===== src/rtl/sprite_pixel_unit.sv =====
// -----------------------------------------------------------------------------
// sprite_pixel_unit
//
// Per-scanline sprite pixel engine. Up to NUM_SPRITES slots are loaded during
// horizontal blank with an X position, attributes and two pattern planes.
// Each pixel_en pulse first registers the resolved pixel for the current slot
// state, then moves every valid slot one pixel along the line: a slot counts
// its X position down to zero and then shifts its 8 pixels out MSB-first.
// Overlaps resolve to the lowest-index slot with an opaque pixel.
//
// Ports
//   clk             system clock
//   rst             synchronous, active-high reset
//   line_clear      invalidate every slot (start of sprite fetch)
//   load_en         write slot load_idx this cycle (ignored if out of range)
//   load_idx        slot to write
//   load_is_s0      loaded sprite is OAM sprite 0
//   load_attr       [3] hflip, [2] priority (1 = behind bg), [1:0] palette
//   load_x          sprite X coordinate
//   load_pat_lo     pattern plane 0
//   load_pat_hi     pattern plane 1
//   pixel_en        advance one visible pixel
//   sprite_pixel    {palette, hi, lo} of the winning slot; 0 = transparent
//   sprite_priority priority bit of the winning slot
//   sprite0_px      a sprite-0 slot is opaque at this pixel
//   active_mask     slots that were shifting pixels at this pixel
// -----------------------------------------------------------------------------
module sprite_pixel_unit #(
  parameter int NUM_SPRITES = 8,
  parameter int IDX_W       = 3
) (
  input  logic                   clk,
  input  logic                   rst,
  input  logic                   line_clear,
  input  logic                   load_en,
  input  logic [IDX_W-1:0]       load_idx,
  input  logic                   load_is_s0,
  input  logic [3:0]             load_attr,
  input  logic [7:0]             load_x,
  input  logic [7:0]             load_pat_lo,
  input  logic [7:0]             load_pat_hi,
  input  logic                   pixel_en,
  output logic [3:0]             sprite_pixel,
  output logic                   sprite_priority,
  output logic                   sprite0_px,
  output logic [NUM_SPRITES-1:0] active_mask
);

  // Per-slot state.
  logic [NUM_SPRITES-1:0] valid;
  logic [NUM_SPRITES-1:0] is_s0;
  logic [3:0]             attr  [NUM_SPRITES];
  logic [7:0]             x_cnt [NUM_SPRITES];
  logic [3:0]             rem   [NUM_SPRITES];
  logic [7:0]             sh_lo [NUM_SPRITES];
  logic [7:0]             sh_hi [NUM_SPRITES];

  function automatic logic [7:0] bit_rev(input logic [7:0] v);
    logic [7:0] r;
    for (int b = 0; b < 8; b++) r[b] = v[7-b];
    return r;
  endfunction

  // Horizontal flip is applied once at load time so the shifters always
  // emit MSB-first.
  logic [7:0] pat_lo_in;
  logic [7:0] pat_hi_in;

  always_comb begin
    pat_lo_in = load_attr[3] ? bit_rev(load_pat_lo) : load_pat_lo;
    pat_hi_in = load_attr[3] ? bit_rev(load_pat_hi) : load_pat_hi;
  end

  // Resolution of the current slot state.
  logic [NUM_SPRITES-1:0] act;
  logic                   win_found;
  logic [3:0]             win_pix;
  logic                   win_pri;
  logic                   s0_hit;

  // NOTE: this is combinational, so it uses blocking assignments with every
  // variable given a default first; the loop relies on seeing win_found as
  // already updated by lower slots, which is what gives lowest-index priority.
  always_comb begin
    act       = '0;
    win_found = 1'b0;
    win_pix   = 4'd0;
    win_pri   = 1'b0;
    s0_hit    = 1'b0;
    for (int i = 0; i < NUM_SPRITES; i++) begin
      act[i] = valid[i] && (x_cnt[i] == 8'd0) && (rem[i] != 4'd0);
      // Only opaque pixels compete, so a transparent lower slot never
      // masks a higher one.
      if (act[i] && (sh_hi[i][7] || sh_lo[i][7])) begin
        if (!win_found) begin
          win_found = 1'b1;
          win_pix   = {attr[i][1:0], sh_hi[i][7], sh_lo[i][7]};
          win_pri   = attr[i][2];
        end
        if (is_s0[i]) s0_hit = 1'b1;
      end
    end
  end

  // NOTE: sequential state uses non-blocking assignments only. The slot arrays
  // are small flop arrays rather than a RAM, so they are reset along with the
  // outputs to give a deterministic idle state.
  always_ff @(posedge clk) begin
    if (rst) begin
      sprite_pixel    <= 4'd0;
      sprite_priority <= 1'b0;
      sprite0_px      <= 1'b0;
      active_mask     <= '0;
      valid           <= '0;
      is_s0           <= '0;
      for (int i = 0; i < NUM_SPRITES; i++) begin
        attr[i]  <= 4'd0;
        x_cnt[i] <= 8'd0;
        rem[i]   <= 4'd0;
        sh_lo[i] <= 8'd0;
        sh_hi[i] <= 8'd0;
      end
    end else begin
      if (pixel_en) begin
        sprite_pixel    <= win_pix;
        sprite_priority <= win_pri;
        sprite0_px      <= s0_hit;
        active_mask     <= act;
      end
      for (int i = 0; i < NUM_SPRITES; i++) begin
        // A load beats both line_clear and advancing; an out-of-range
        // load_idx matches no slot and is dropped.
        if (load_en && (load_idx == IDX_W'(i))) begin
          valid[i] <= 1'b1;
          is_s0[i] <= load_is_s0;
          attr[i]  <= load_attr;
          x_cnt[i] <= load_x;
          rem[i]   <= 4'd8;
          sh_lo[i] <= pat_lo_in;
          sh_hi[i] <= pat_hi_in;
        end else if (line_clear) begin
          valid[i] <= 1'b0;
        end else if (pixel_en && valid[i]) begin
          if (x_cnt[i] != 8'd0) begin
            x_cnt[i] <= x_cnt[i] - 8'd1;
          end else if (rem[i] != 4'd0) begin
            sh_lo[i] <= {sh_lo[i][6:0], 1'b0};
            sh_hi[i] <= {sh_hi[i][6:0], 1'b0};
            rem[i]   <= rem[i] - 4'd1;
          end
        end
      end
    end
  end

endmodule

===== config.mk =====
export PLATFORM = sky130hd
export DESIGN_NAME = sprite_pixel_unit
export DESIGN_NICKNAME = d
export VERILOG_FILES = /design/src/rtl/sprite_pixel_unit.sv
export SDC_FILE = /design/constraint.sdc
export NUM_CORES = 1
export LEC_CHECK = 0
export ABC_AREA = 1
export BUFFER_PORTS_ARGS = -buffer_cell sky130_fd_sc_hd__buf_2
export CAP_MARGIN = 20
export CELL_PAD_IN_SITES_DETAIL_PLACEMENT = 1
export CELL_PAD_IN_SITES_GLOBAL_PLACEMENT = 1
export CORE_MARGIN = 5
export CORE_UTILIZATION = 35
export CTS_CLUSTER_SIZE = 24
export DETAILED_ROUTE_END_ITERATION = 12
export PLACE_DENSITY = 0.69
export SLEW_MARGIN = 15
export SYNTH_ARGS = -nofsm -noshare
export SYNTH_HDL_FRONTEND = slang
export SYNTH_SLANG_ARGS = --single-unit

===== constraint.sdc =====
create_clock -name clk -period 2.9 [get_ports clk]
set_clock_uncertainty 0.05 [all_clocks]
set_input_delay 0.87 -clock clk [delete_from_list [all_inputs] [get_ports clk]]
set_output_delay 0.87 -clock clk [all_outputs]
set_load 0.02 [all_outputs]

==> summary by stage, run 1 <==
Status
The flow ran to the end, and the final reports show no timing, DRC or antenna violations.

Worst setup path
Of all nets on the critical path, the largest fanout is 17. The data arrival time of the critical path is 2.84 ns. The worst setup path is launched from a register. The data required time at the worst endpoint is 3.25 ns.

The worst setup path is of the register to register kind. The kind of end point of the critical path is a register.

Die
The die is 208.1 microns wide. The number of top-level pins is 51. The die covers 43,310 sq um. The core region is 38,740 sq um. Measured along the y axis, the die boundary spans 208.1 microns.

In this run the core area contains 72 standard-cell rows. The initial utilization of the core area, before any placement, comes to 35.47%.

Pwr
The power density over the cells is 568.4 nW/um^2. The maximum ir drop on the vdd rail is 0.4470 mV. The static leakage is 6.386 nW.

Global route
The aggregate global-route resource usage is 16.45%. The total overflow left after global routing is 0. The number of antenna violations at the first check in global routing is 0. The first global-routing pass estimated 58.50 mm of wire.

Entering global routing, the biggest net connects 31 pins. The via count of the first global-routing pass is 10.98k.

Route
The average vias per placed instance is 5.065. The total number of vias is 10.30k. For this block, the routed nets add up to 36.39 mm of wire. The count of nets left with antenna violations after detail routing is 0. The count of unresolved DRC violations after routing is 0. The first-pass detailed-route iteration total is 5. After detailed routing, the average wire length per cell comes to 17.89 microns. The DRC marker count from the first detailed-route iteration is 540.

Timing
The final critical path time including I/O delays and setup is 2.495 ns. The worst path meets setup with 0.4046 ns of slack. For the final routed database, the setup TNS stands at 0 ns. The headroom to the max-slew limit is 70.32%. The minimum hold slack is 0.4087 ns.

The final count of hold timing violations is 0. Static timing analysis puts the maximum clock frequency at 400.7 MHz. The final setup violation count is 0. Setup repair after global routing left no endpoint under its margin.

The measured slew at the worst slew-check pin is 0.4411 ns. The max-slew violation count is 0. The worst path uses 86.05% of the clock period.

Logic synthesis
Dividing the synthesized area by the synthesized cell count gives 9.792 sq um. The net count after synthesis is 1,459. The area share of fa/ha/maj cells after synthesis is 1.730%. After synthesis, the largest family of logic cells by area is simple AND/OR/NAND/NOR gates. The most used flip-flop cell after synthesis is sky130_fd_sc_hd__edfxtp_1.

The synthesized instance count is 1,403. The mux contribution to synthesized area is 0.8743%. The synthesized netlist devotes 11.03% of its cell area to compound gates. The share of synthesized area in the top cell type comes to 54.21%. Of the total synthesized cell area, the portion taken by AND, OR, NAND and NOR gates is 16.99%. Summed over all instances, the cell type with the most area after synthesis is sky130_fd_sc_hd__edfxtp_1.

The post-synthesis cell type count is 49. The most common cell in the synthesized netlist is sky130_fd_sc_hd__edfxtp_1. In the synthesized netlist, the cells that appear most often are sky130_fd_sc_hd__edfxtp_1, sky130_fd_sc_hd__inv_1, sky130_fd_sc_hd__nand2_1. After synthesis, the share of flip-flops with an asynchronous set or reset is 0%. The mapped netlist covers 13,740 sq um. By area the synthesized netlist is led by sky130_fd_sc_hd__edfxtp_1, sky130_fd_sc_hd__inv_1, sky130_fd_sc_hd__nand2_1.

The share of synthesized area occupied by flip-flops and latches is 58.58%. The post-synthesis share of cell area spent on xor and xnor gates is 3.251%. The flip-flop and latch count after synthesis is 278. The number of warnings reported in the yosys synthesis log is 0. Counting flops with a built-in enable in the synthesized netlist gives 248.

Placed design
The worst setup timing slack at the placement stage is 0.09238 ns. The number of placed cells counting well taps is 1,982. In this run the tool buffered the top-level ports with 50 buffer cells. The cell area after placement is 14,990 sq um.

Detailed placement ended at an HPWL of 26.31 mm. The final weighted congestion in routability-driven placement is 0.7955.

Clock tree
Post-CTS repair changed the size of 0 cells. The maximum buffer depth of the clock tree is 3. For the worst-skew pair, the clock arrives at the later sink with an insertion delay of 0.57 ns. The tree is rooted in a sky130_fd_sc_hd__clkbuf_16. The total setup buffers inserted after CTS is 0. Counting the buffers created by CTS gives 29.

The hold buffer count at CTS is 0. TritonCTS built the clock tree. Counting every sink on the clock net gives 278. After clock tree synthesis, the clock-pin slew on the worst setup and hold paths is 0.06 ns.

CTS built an H-tree with a depth of 1.

Finish
In the final layout, flip-flops and latches occupy 8048 sq um. From synthesis to final layout, the design area changed by 15.68%. The multi-input combinational cells in the finished layout cover a total of 4658 sq um. The final cell count without fillers is 2,034. Of the cells placed in the final design, the portion with a size suffix greater than 1 is 14.25%. The area of all placed cells without fillers is 15,890 sq um. The filler cell count is 4,400.

The number of antenna diodes in the final layout is 0. After the last flow step, the layout net total stands at 1,551.

Min path
The path class of the tightest hold or removal check is register to register.

Flow run
Across the run, the number of max-cap violations was 0.
==> sequential cells by signal (all words and copies together) (netlist names), 4 cells and up <==
signal / cells
rem: 32
is_s0: 8
x_cnt: 64
valid: 8
active_mask: 8
sh_lo: 64
sh_hi: 64
attr: 24
sprite_pixel: 4
==> layout make-up <==
cell class	instances	area share, %
clock buffers	46	5.094
clock inverters	6	0.5983
inverters	215	5.086
multi-input cells	861	29.31
flip-flops and latches	278	50.64
well taps	518	4.078
repair buffers	110	5.196
==> stage by stage <==
step / utilization [%] / power (mW)
CTS: 41.03 / 9.138
detailed placement: 38.69 / 5.482
global placement: 38.69 / 5.451
global route: 41.03 / 9.401
finish: 41.03 / 9.034
floorplan: - / 5.150
==> path summary, 6_finish.rpt <==
path / cells past startpoint / slack (ns) / from / end
worst max-delay path: 8 / 0.40 / x_cnt[1][16] / sh_lo[1][23]
worst min-delay path: 2 / 0.41 / sprite_pixel[1] / sprite_pixel[1]
worst max register to register: 8 / 0.40 / x_cnt[1][16] / sh_lo[1][23]
worst min register to register: 2 / 0.41 / sprite_pixel[1] / sprite_pixel[1]
==> layer usage <==
layer / up-vias / global-route usage [%] / wire length [microns]
met2: 143 / 28.78 / 18180
met5: - / 0 / 0
met3: 54 / 2.531 / 1312
li1: 4961 / - / -
met1: 5145 / 21.41 / 16090
met4: 0 / 4.281 / 808
==> cells in the final DEF, fill, tap and decap left out, drive strengths merged, types with 8 or more instances in the layout <==
cell,Yosys,routed
edfxtp,248,248
inv,207,208
nand2,200,200
nor2,154,154
o21ai,149,149
buf,19,110
nand3,102,102
o22ai,67,67
a21oi,47,47
clkbuf,30,46
xnor2,35,35
dfxtp,30,30
ha,19,19
nor3,19,19
xor2,16,16
mux2i,12,12
clkinv,8,11
or2,10,10
nand4,8,8
==> report_power, final <==
group | switching [mW] | total, mW | leakage, nW | internal [mW]
combinational | 0.479 | 0.717 | 3.15 | 0.238
clock | 1.55 | 3.64 | 0.439 | 2.09
sequential | 0.0994 | 4.68 | 2.80 | 4.58
==> critical path, stage by stage, from the launching register on <==
cell	delay, ns
sky130_fd_sc_hd__edfxtp_1	0.41
sky130_fd_sc_hd__inv_1	0.12
sky130_fd_sc_hd__ha_1	0.22
sky130_fd_sc_hd__nand3_1	0.14
sky130_fd_sc_hd__nor3_2	0.28
sky130_fd_sc_hd__nand2_1	0.16
sky130_fd_sc_hd__nor2_1	0.27
sky130_fd_sc_hd__nand3_2	0.37
sky130_fd_sc_hd__o22ai_1	0.30
==> kinds of logic after synthesis <==
logic type	after synthesis
mux	12
flops	278
compound gates	275
simple gates	504
buf+inv	264
xor+xnor	51
fa+ha+maj	19
No activity file was read; power rests on OpenSTA's default activity.
==> run 2, diff against run 1 <==
--- a/config.mk
+++ b/config.mk
@@ -14,7 +14,7 @@
 export CORE_UTILIZATION = 35
 export CTS_CLUSTER_SIZE = 24
 export DETAILED_ROUTE_END_ITERATION = 12
-export PLACE_DENSITY = 0.69
+export PLACE_DENSITY = 0.65
 export SLEW_MARGIN = 15
 export SYNTH_ARGS = -nofsm -noshare
 export SYNTH_HDL_FRONTEND = slang
==> summary by stage, run 2 (synthesis gave the netlist of run 1 again) <==
Route
The routed length on met3 is 1.205 mm. The detailed router used layers up to and including met4. The total wirelength of the detailed-routed design is 36.24 mm. In the routed layout, each cell is associated on average with a via count of 4.966. After detailed routing, the wire length on met1 is 16.34 mm. The routed design uses 18.21 mm of met2 wire. The routed layout has 10.14k vias. After detailed routing, the average wire length per cell comes to 17.75 microns. After the first detailed-routing iteration, the DRC count stood at 627. The first-pass detailed-route iteration total is 5. In this run the remaining antenna-violating nets after routing total 0. The count of unresolved DRC violations after routing is 0.

Timing
The headroom to the max-slew limit is 63.36%. Setup violations remaining at the end of the flow were counted as 0. Setup repair after global routing left no endpoint under its margin. The final critical path time including I/O delays and setup is 2.486 ns. Final hold analysis gives a worst-case slack of 0.4135 ns.

The sum of negative setup slack is 0 ns. The final count of hold timing violations was 0. The fmax is 402.3 MHz.

The worst path uses 85.72% of the clock period. The measured slew at the worst slew-check pin is 0.5496 ns. The max-slew violation count is 0. Once routing completed, OpenROAD measured the worst setup slack at 0.4142 ns.

Clock tree
The total setup buffers inserted after CTS is 0. For this design, the sink count on the clock tree is 278. The clock tree from TritonCTS is done.

In this run, post-CTS repair resized a total of 0 instances. Clock tree synthesis inserted a total of 30 buffers. The tree is rooted in a sky130_fd_sc_hd__clkbuf_16. After clock tree synthesis, the flow added hold-fix buffers numbering 0. CTS built an H-tree with a depth of 1. The later pin in the worst-skew pair is clocked with a latency of 0.57 ns.

The longest clock path from root to sink contains 3 buffers. The clock input transition at the sequential cells of the worst setup and hold paths is 0.06 ns.

Worst setup path
The worst setup path endpoint is sh_lo[1][28]. Measured in cells, the most critical reg-to-reg path has a length of 11. At the worst endpoint, the arrival time is 2.74 ns. The worst path buffer plus inverter count is 3. The master of the slowest instance on the critical path is sky130_fd_sc_hd__edfxtp_1. For the worst setup path, the data required time is 3.15 ns. By startpoint and endpoint, the worst setup path is classified as register to register. The startpoint of the most critical setup path is x_cnt[1][24]. The kind of end point of the critical path is a register.

The reg-to-reg startpoint is x_cnt[1][24]. The end of the worst register-to-register path is sh_lo[1][28]. The largest fanout on the critical path is 17.

Traced cell by cell, the critical path runs through inv_1 > ha_1 > nand3_2 > nor3_4 > nand3_2 > nor2_1 > inv_2 > nor3_4 > inv_2 > nand2_2 > o21ai_0. The cell count along the critical path is 11. The reg-to-reg setup timing slack is 0.41 ns. On the critical path the largest part of the delay comes from simple AND/OR/NAND/NOR gates. In this design, the stage delay of the slowest critical-path cell is 0.36 ns. The worst setup path is launched from a register.

Placed design
The cell area after placement is 14,980 sq um. The final weighted congestion in routability-driven placement is 0.8213. The placed wire-length estimate is 26.02 mm. Prior to clock tree synthesis, the placed netlist has a worst setup slack of 0.2319 ns. During placement, the flow inserted port buffers numbering 50.

Finish
Cells with a size suffix above 1 make up 14.76% of the layout. The number of antenna diodes in the final layout is 0. The final layout contains 1,556 nets. The largest registers in the layout are sh_hi: 64 flops, sh_lo: 64 flops, x_cnt: 64 flops.

The library cells used most frequently in the layout, excluding fill and tap cells, are sky130_fd_sc_hd__edfxtp_1, sky130_fd_sc_hd__inv_1, sky130_fd_sc_hd__nand2_1. Compared with the post-synthesis result, the final layout area differs by 16.03%. The library cell used most frequently in the layout, excluding fill and tap cells, is sky130_fd_sc_hd__edfxtp_1.

Once layout is done, the placed cells without fillers occupy 15,940 sq um.

Die
The core area is 38,740 sq um. The die is 208.1 microns tall. The full die area is 43,310 sq um.

Once the floorplan was initialized, standard cells occupied 35.47% of the core. The initialized floorplan defines 72 standard-cell rows. The number of top-level pins is 51. The die span in x is 208.1 microns.

Global route
The sum of overflow across all layers after global routing is 0. The aggregate global-route resource usage is 16.39%. Entering global routing, the biggest net connects 31 pins. The number of antenna violations at the first check in global routing came to 0.

The wire length of the first global-routing pass is 58.10 mm. The via count of the first global-routing pass is 10.53k.

Status
The run finished with clean final reports.

Pwr
The maximum ir drop on the vdd rail is 0.4243 mV. For this design the ratio of total power to cell area is 574.0 nW/um^2. The total power is 9.151 mW.

The analysis attributes to cell leakage a power of 6.421 nW.

Flow run
The tool flagged a number of max-cap violations equal to 0.

Min path
The min-delay analysis places its worst path in the category register to register.
[run 2: final cells by class]
class / count / area [sq um]
Sequential cell: 278 / 8048
Fill cell: 4430 / 22800
Inverter: 215 / 808.3
Tap cell: 518 / 648.1
Multi-Input combinational cell: 861 / 4658
Timing Repair Buffer: 114 / 818.3
Clock inverter: 12 / 116.4
Clock buffer: 44 / 843.3
[run 2: routing by layer]
layer	track usage (%)	vias to the layer above
li1	-	4976
met1	21.88	5008
met2	29.10	120
met3	1.838	36
met4	3.171	0
met5	0	-
[run 2: stage by stage]
stage	utilization [%]	instances
final	41.15	2042
after global routing	41.15	2042
after CTS	41.15	2042
after detailed placement	38.67	1986
after global placement	38.67	1986
after floorplan	-	1403
[run 2: how the worst min path moves through the flow]
| stage | depth (start not counted) | slack [ns] | end | from |
|---|---|---|---|---|
| 4_1_cts | 2 | 0.42 | sprite_pixel[2] | sprite_pixel[2] |
| 2_1_floorplan | 2 | 0.38 | is_s0[4] | is_s0[4] |
| 3_5_place_dp | 2 | 0.41 | sprite_pixel[2] | sprite_pixel[2] |
| 3_3_place_gp | 2 | 0.39 | is_s0[4] | is_s0[4] |
| 5_1_grt | 2 | 0.45 | sprite_priority | sprite_priority |
| 6_report | 2 | 0.41 | sprite_pixel[2] | sprite_pixel[2] |
[run 2: worst reg2reg max path, delay by kind of cell (launching register included)]
kind	cells	cell delay, ns
simple gates	6	1.16
flops	1	0.36
buf+inv	3	0.26
fa+ha+maj	1	0.26
compound gates	1	0.15
[run 2: power by group]
group | leakage, nW | internal [mW] | switching [mW]
registers | 2.80 | 4.58 | 0.0952
logic | 3.15 | 0.236 | 0.476
clock network | 0.471 | 2.18 | 1.58
==> run 3, diff against run 2 <==
--- a/config.mk
+++ b/config.mk
@@ -8,13 +8,11 @@
 export ABC_AREA = 1
 export BUFFER_PORTS_ARGS = -buffer_cell sky130_fd_sc_hd__buf_2
 export CAP_MARGIN = 20
-export CELL_PAD_IN_SITES_DETAIL_PLACEMENT = 1
-export CELL_PAD_IN_SITES_GLOBAL_PLACEMENT = 1
 export CORE_MARGIN = 5
 export CORE_UTILIZATION = 35
 export CTS_CLUSTER_SIZE = 24
 export DETAILED_ROUTE_END_ITERATION = 12
-export PLACE_DENSITY = 0.65
+export PLACE_DENSITY = 0.54
 export SLEW_MARGIN = 15
 export SYNTH_ARGS = -nofsm -noshare
 export SYNTH_HDL_FRONTEND = slang
==> summary by stage, run 3 (synthesis gave the netlist of run 1 again) <==
Worst setup path
The depth of the most critical reg-to-reg path is 11. The startpoint-to-endpoint class of the critical path is register to register. The worst setup path is captured at a register.

The worst setup path is launched from a register. STA puts the critical path data arrival time at 2.74 ns. Data on the critical path is required at its endpoint by 3.06 ns. The largest fanout on the critical path is 20.

The reg-to-reg setup timing slack is 0.32 ns.

Min path
The type of the most critical hold path is register to register. The instance count along the most critical hold path is 2.

Global route
The via count of the first global-routing pass is 9,819. Entering global routing, the biggest net connects 36 pins. The wire length of the first global-routing pass is 53.08 mm. The number of antenna violations at the first check in global routing is 0. The aggregate global-route resource usage is 14.87%. For this run the aggregate overflow at the end of global routing stands at 0.

Timing
The measured slew at the worst slew-check pin is 0.5945 ns. The fmax is 387.9 MHz. Of the available clock period, the critical path in the final layout requires 88.90%. The minimum hold slack is 0.4089 ns.

The max-slew violation count is 0. The final critical path time including I/O delays and setup is 2.578 ns. The final count of hold timing violations is 0. The final setup violation count is 0. Setup repair after global routing left no endpoint under its margin. The headroom to the max-slew limit is 60.24%.

Placed design
The number of input and output port buffers inserted is 50. The final weighted congestion in routability-driven placement is 0.8156. Once detailed placement completed, the half-perimeter wirelength came to 23.15 mm.

Flow run
Across the run, the number of max-cap violations was 0.

Route
The routed length per instance is 15.78 microns. The detailed router placed 9,821 vias in this run. The count of nets left with antenna violations after detail routing is 0. For this run, design rule violations remaining after detail routing come to 0. The first TritonRoute pass finished after 5 iterations. For this block, the initial DRC count from the detailed router was 543. The average vias per placed instance is 4.791. Wires add up to 32.35 mm.

Clock tree
The total number of clock tree sinks is 278. The clock latency reported for the late side of the worst-skew pair is 0.51 ns. After clock tree synthesis, the clock-pin slew on the worst setup and hold paths is 0.05 ns.

TritonCTS built the clock tree. Clock tree synthesis inserted a total of 34 buffers. The number of gates resized after CTS was 0. The hold buffer count at CTS is 0.

Post-CTS timing repair inserted 0 buffers for setup. The H-tree generated during clock tree synthesis spans 2 levels. The cell chosen for the clock root is sky130_fd_sc_hd__clkbuf_16.

The maximum buffer depth of the clock tree is 3.

Die
The total area inside the core boundary comes to 38,740 sq um. The effective utilization at floorplan is 35.47%. The die span in x is 208.1 microns.

The number of top-level pins is 51. The floorplan step defined a die boundary enclosing 43,310 sq um. The number of rows in the core area is 72. The die extent in y is 208.1 microns.

Finish
The area growth from synthesis to layout is 17.30%. The library cell used most frequently in the layout, excluding fill and tap cells, is sky130_fd_sc_hd__edfxtp_1. Leaving out fill and tap cells, the most frequent cells in the layout are sky130_fd_sc_hd__edfxtp_1, sky130_fd_sc_hd__inv_1, sky130_fd_sc_hd__nand2_1. The count of inserted antenna diode cells is 0. In the final layout, the registers with the most flip-flops are sh_hi: 64 flops, sh_lo: 64 flops, x_cnt: 64 flops. At the end of the flow, the number of nets in the layout was 1,565. The filler cell count is 3,786. The share of cells above drive strength 1 is 15.40%. The post-route core utilization is 41.60%.

Pwr
The static leakage is 6.517 nW. The power density over the cells is 589.0 nW/um^2. The total power is 9.492 mW. Summed over all nets, the switching power comes to 2.143 mW. The internal power of the cells totals 7.349 mW. Of the total power, the clock network draws 43.7%. The combinational group share of total power is 7.1%. The proportion of total power due to net switching is 22.58%. IR analysis of the VDD net gives a maximum drop of 0.3025 mV. The sequential power share is 49.2%.

Status
The run finished with clean final reports.
-- run 3: cell types whose count changed in the layout (fill, tap and decap cells not counted) --
| cell | previous run | this run |
|---|---|---|
| sky130_fd_sc_hd__clkbuf_16 | 30 | 37 |
| sky130_fd_sc_hd__buf_4 | 57 | 62 |
| sky130_fd_sc_hd__clkbuf_8 | 4 | 5 |
| sky130_fd_sc_hd__nor3_2 | 4 | 3 |
| sky130_fd_sc_hd__clkinv_8 | 1 | 0 |
| sky130_fd_sc_hd__clkinv_1 | 11 | 8 |
| sky130_fd_sc_hd__bufinv_16 | 2 | 1 |
| sky130_fd_sc_hd__nor3_4 | 2 | 3 |
-- run 3: area by class of cell --
cell class | instances | area [sq um] | area share, %
sequential | 278 | 8048 | 49.94
multi-input combinational | 861 | 4664 | 28.94
clock buffer | 52 | 1032 | 6.405
timing repair buffer | 119 | 855.8 | 5.311
inverter | 215 | 808.3 | 5.016
tap | 518 | 648.1 | 4.022
clock inverter | 7 | 58.81 | 0.3649
-- run 3: routing by layer --
layer | part of all wire [%] | GRT usage (%) | up-vias
met5 | 0 | 0 | -
met1 | 47 | 20.59 | 4563
met2 | 45 | 23.67 | 185
met3 | 3.6 | 2.395 | 73
li1 | - | - | 5000
met4 | 3.7 | 5.572 | 0
-- run 3: stage by stage --
step | TNS (ns) | setup slack (ns) | cell area, sq um | instances
2_1_floorplan | 0 | 0.05762 | 13740 | 1403
3_3_place_gp | -3.851 | -0.1935 | 15020 | 1991
3_5_place_dp | -5.141 | -0.2551 | 15020 | 1991
4_1_cts | 0 | 0.08329 | 16110 | 2050
5_1_grt | 0 | 0.1344 | 16120 | 2050
6_report | 0 | 0.3219 | 16120 | 2050
-- run 3: final timing paths --
| path | from | endpoint |
|---|---|---|
| setup / recovery | x_cnt[1][0] | sh_hi[1][2] |
| hold reg to reg | sprite_pixel[1] | sprite_pixel[1] |
| setup reg to reg | x_cnt[1][0] | sh_hi[1][2] |
| hold / removal | sprite_pixel[1] | sprite_pixel[1] |
-- run 3: worst max-delay path, cell delays in order (launching register included) --
cell	delay, ns
sky130_fd_sc_hd__edfxtp_1	0.38
sky130_fd_sc_hd__inv_1	0.09
sky130_fd_sc_hd__ha_1	0.20
sky130_fd_sc_hd__nand2_1	0.13
sky130_fd_sc_hd__nor2_1	0.17
sky130_fd_sc_hd__nand2_1	0.09
sky130_fd_sc_hd__inv_2	0.06
sky130_fd_sc_hd__nand2_1	0.09
sky130_fd_sc_hd__nor3_4	0.48
sky130_fd_sc_hd__inv_1	0.19
sky130_fd_sc_hd__nand2_1	0.17
sky130_fd_sc_hd__buf_12	0.18
-- run 3: power groups by stage --
stage	logic (mW)	clock network [mW]	registers, mW
floorplan	0.418	0	4.73
global placement	0.681	0	4.75
detailed placement	0.687	0	4.75
CTS	0.691	4.24	4.67
global route	0.765	4.42	4.69
finish	0.678	4.14	4.67
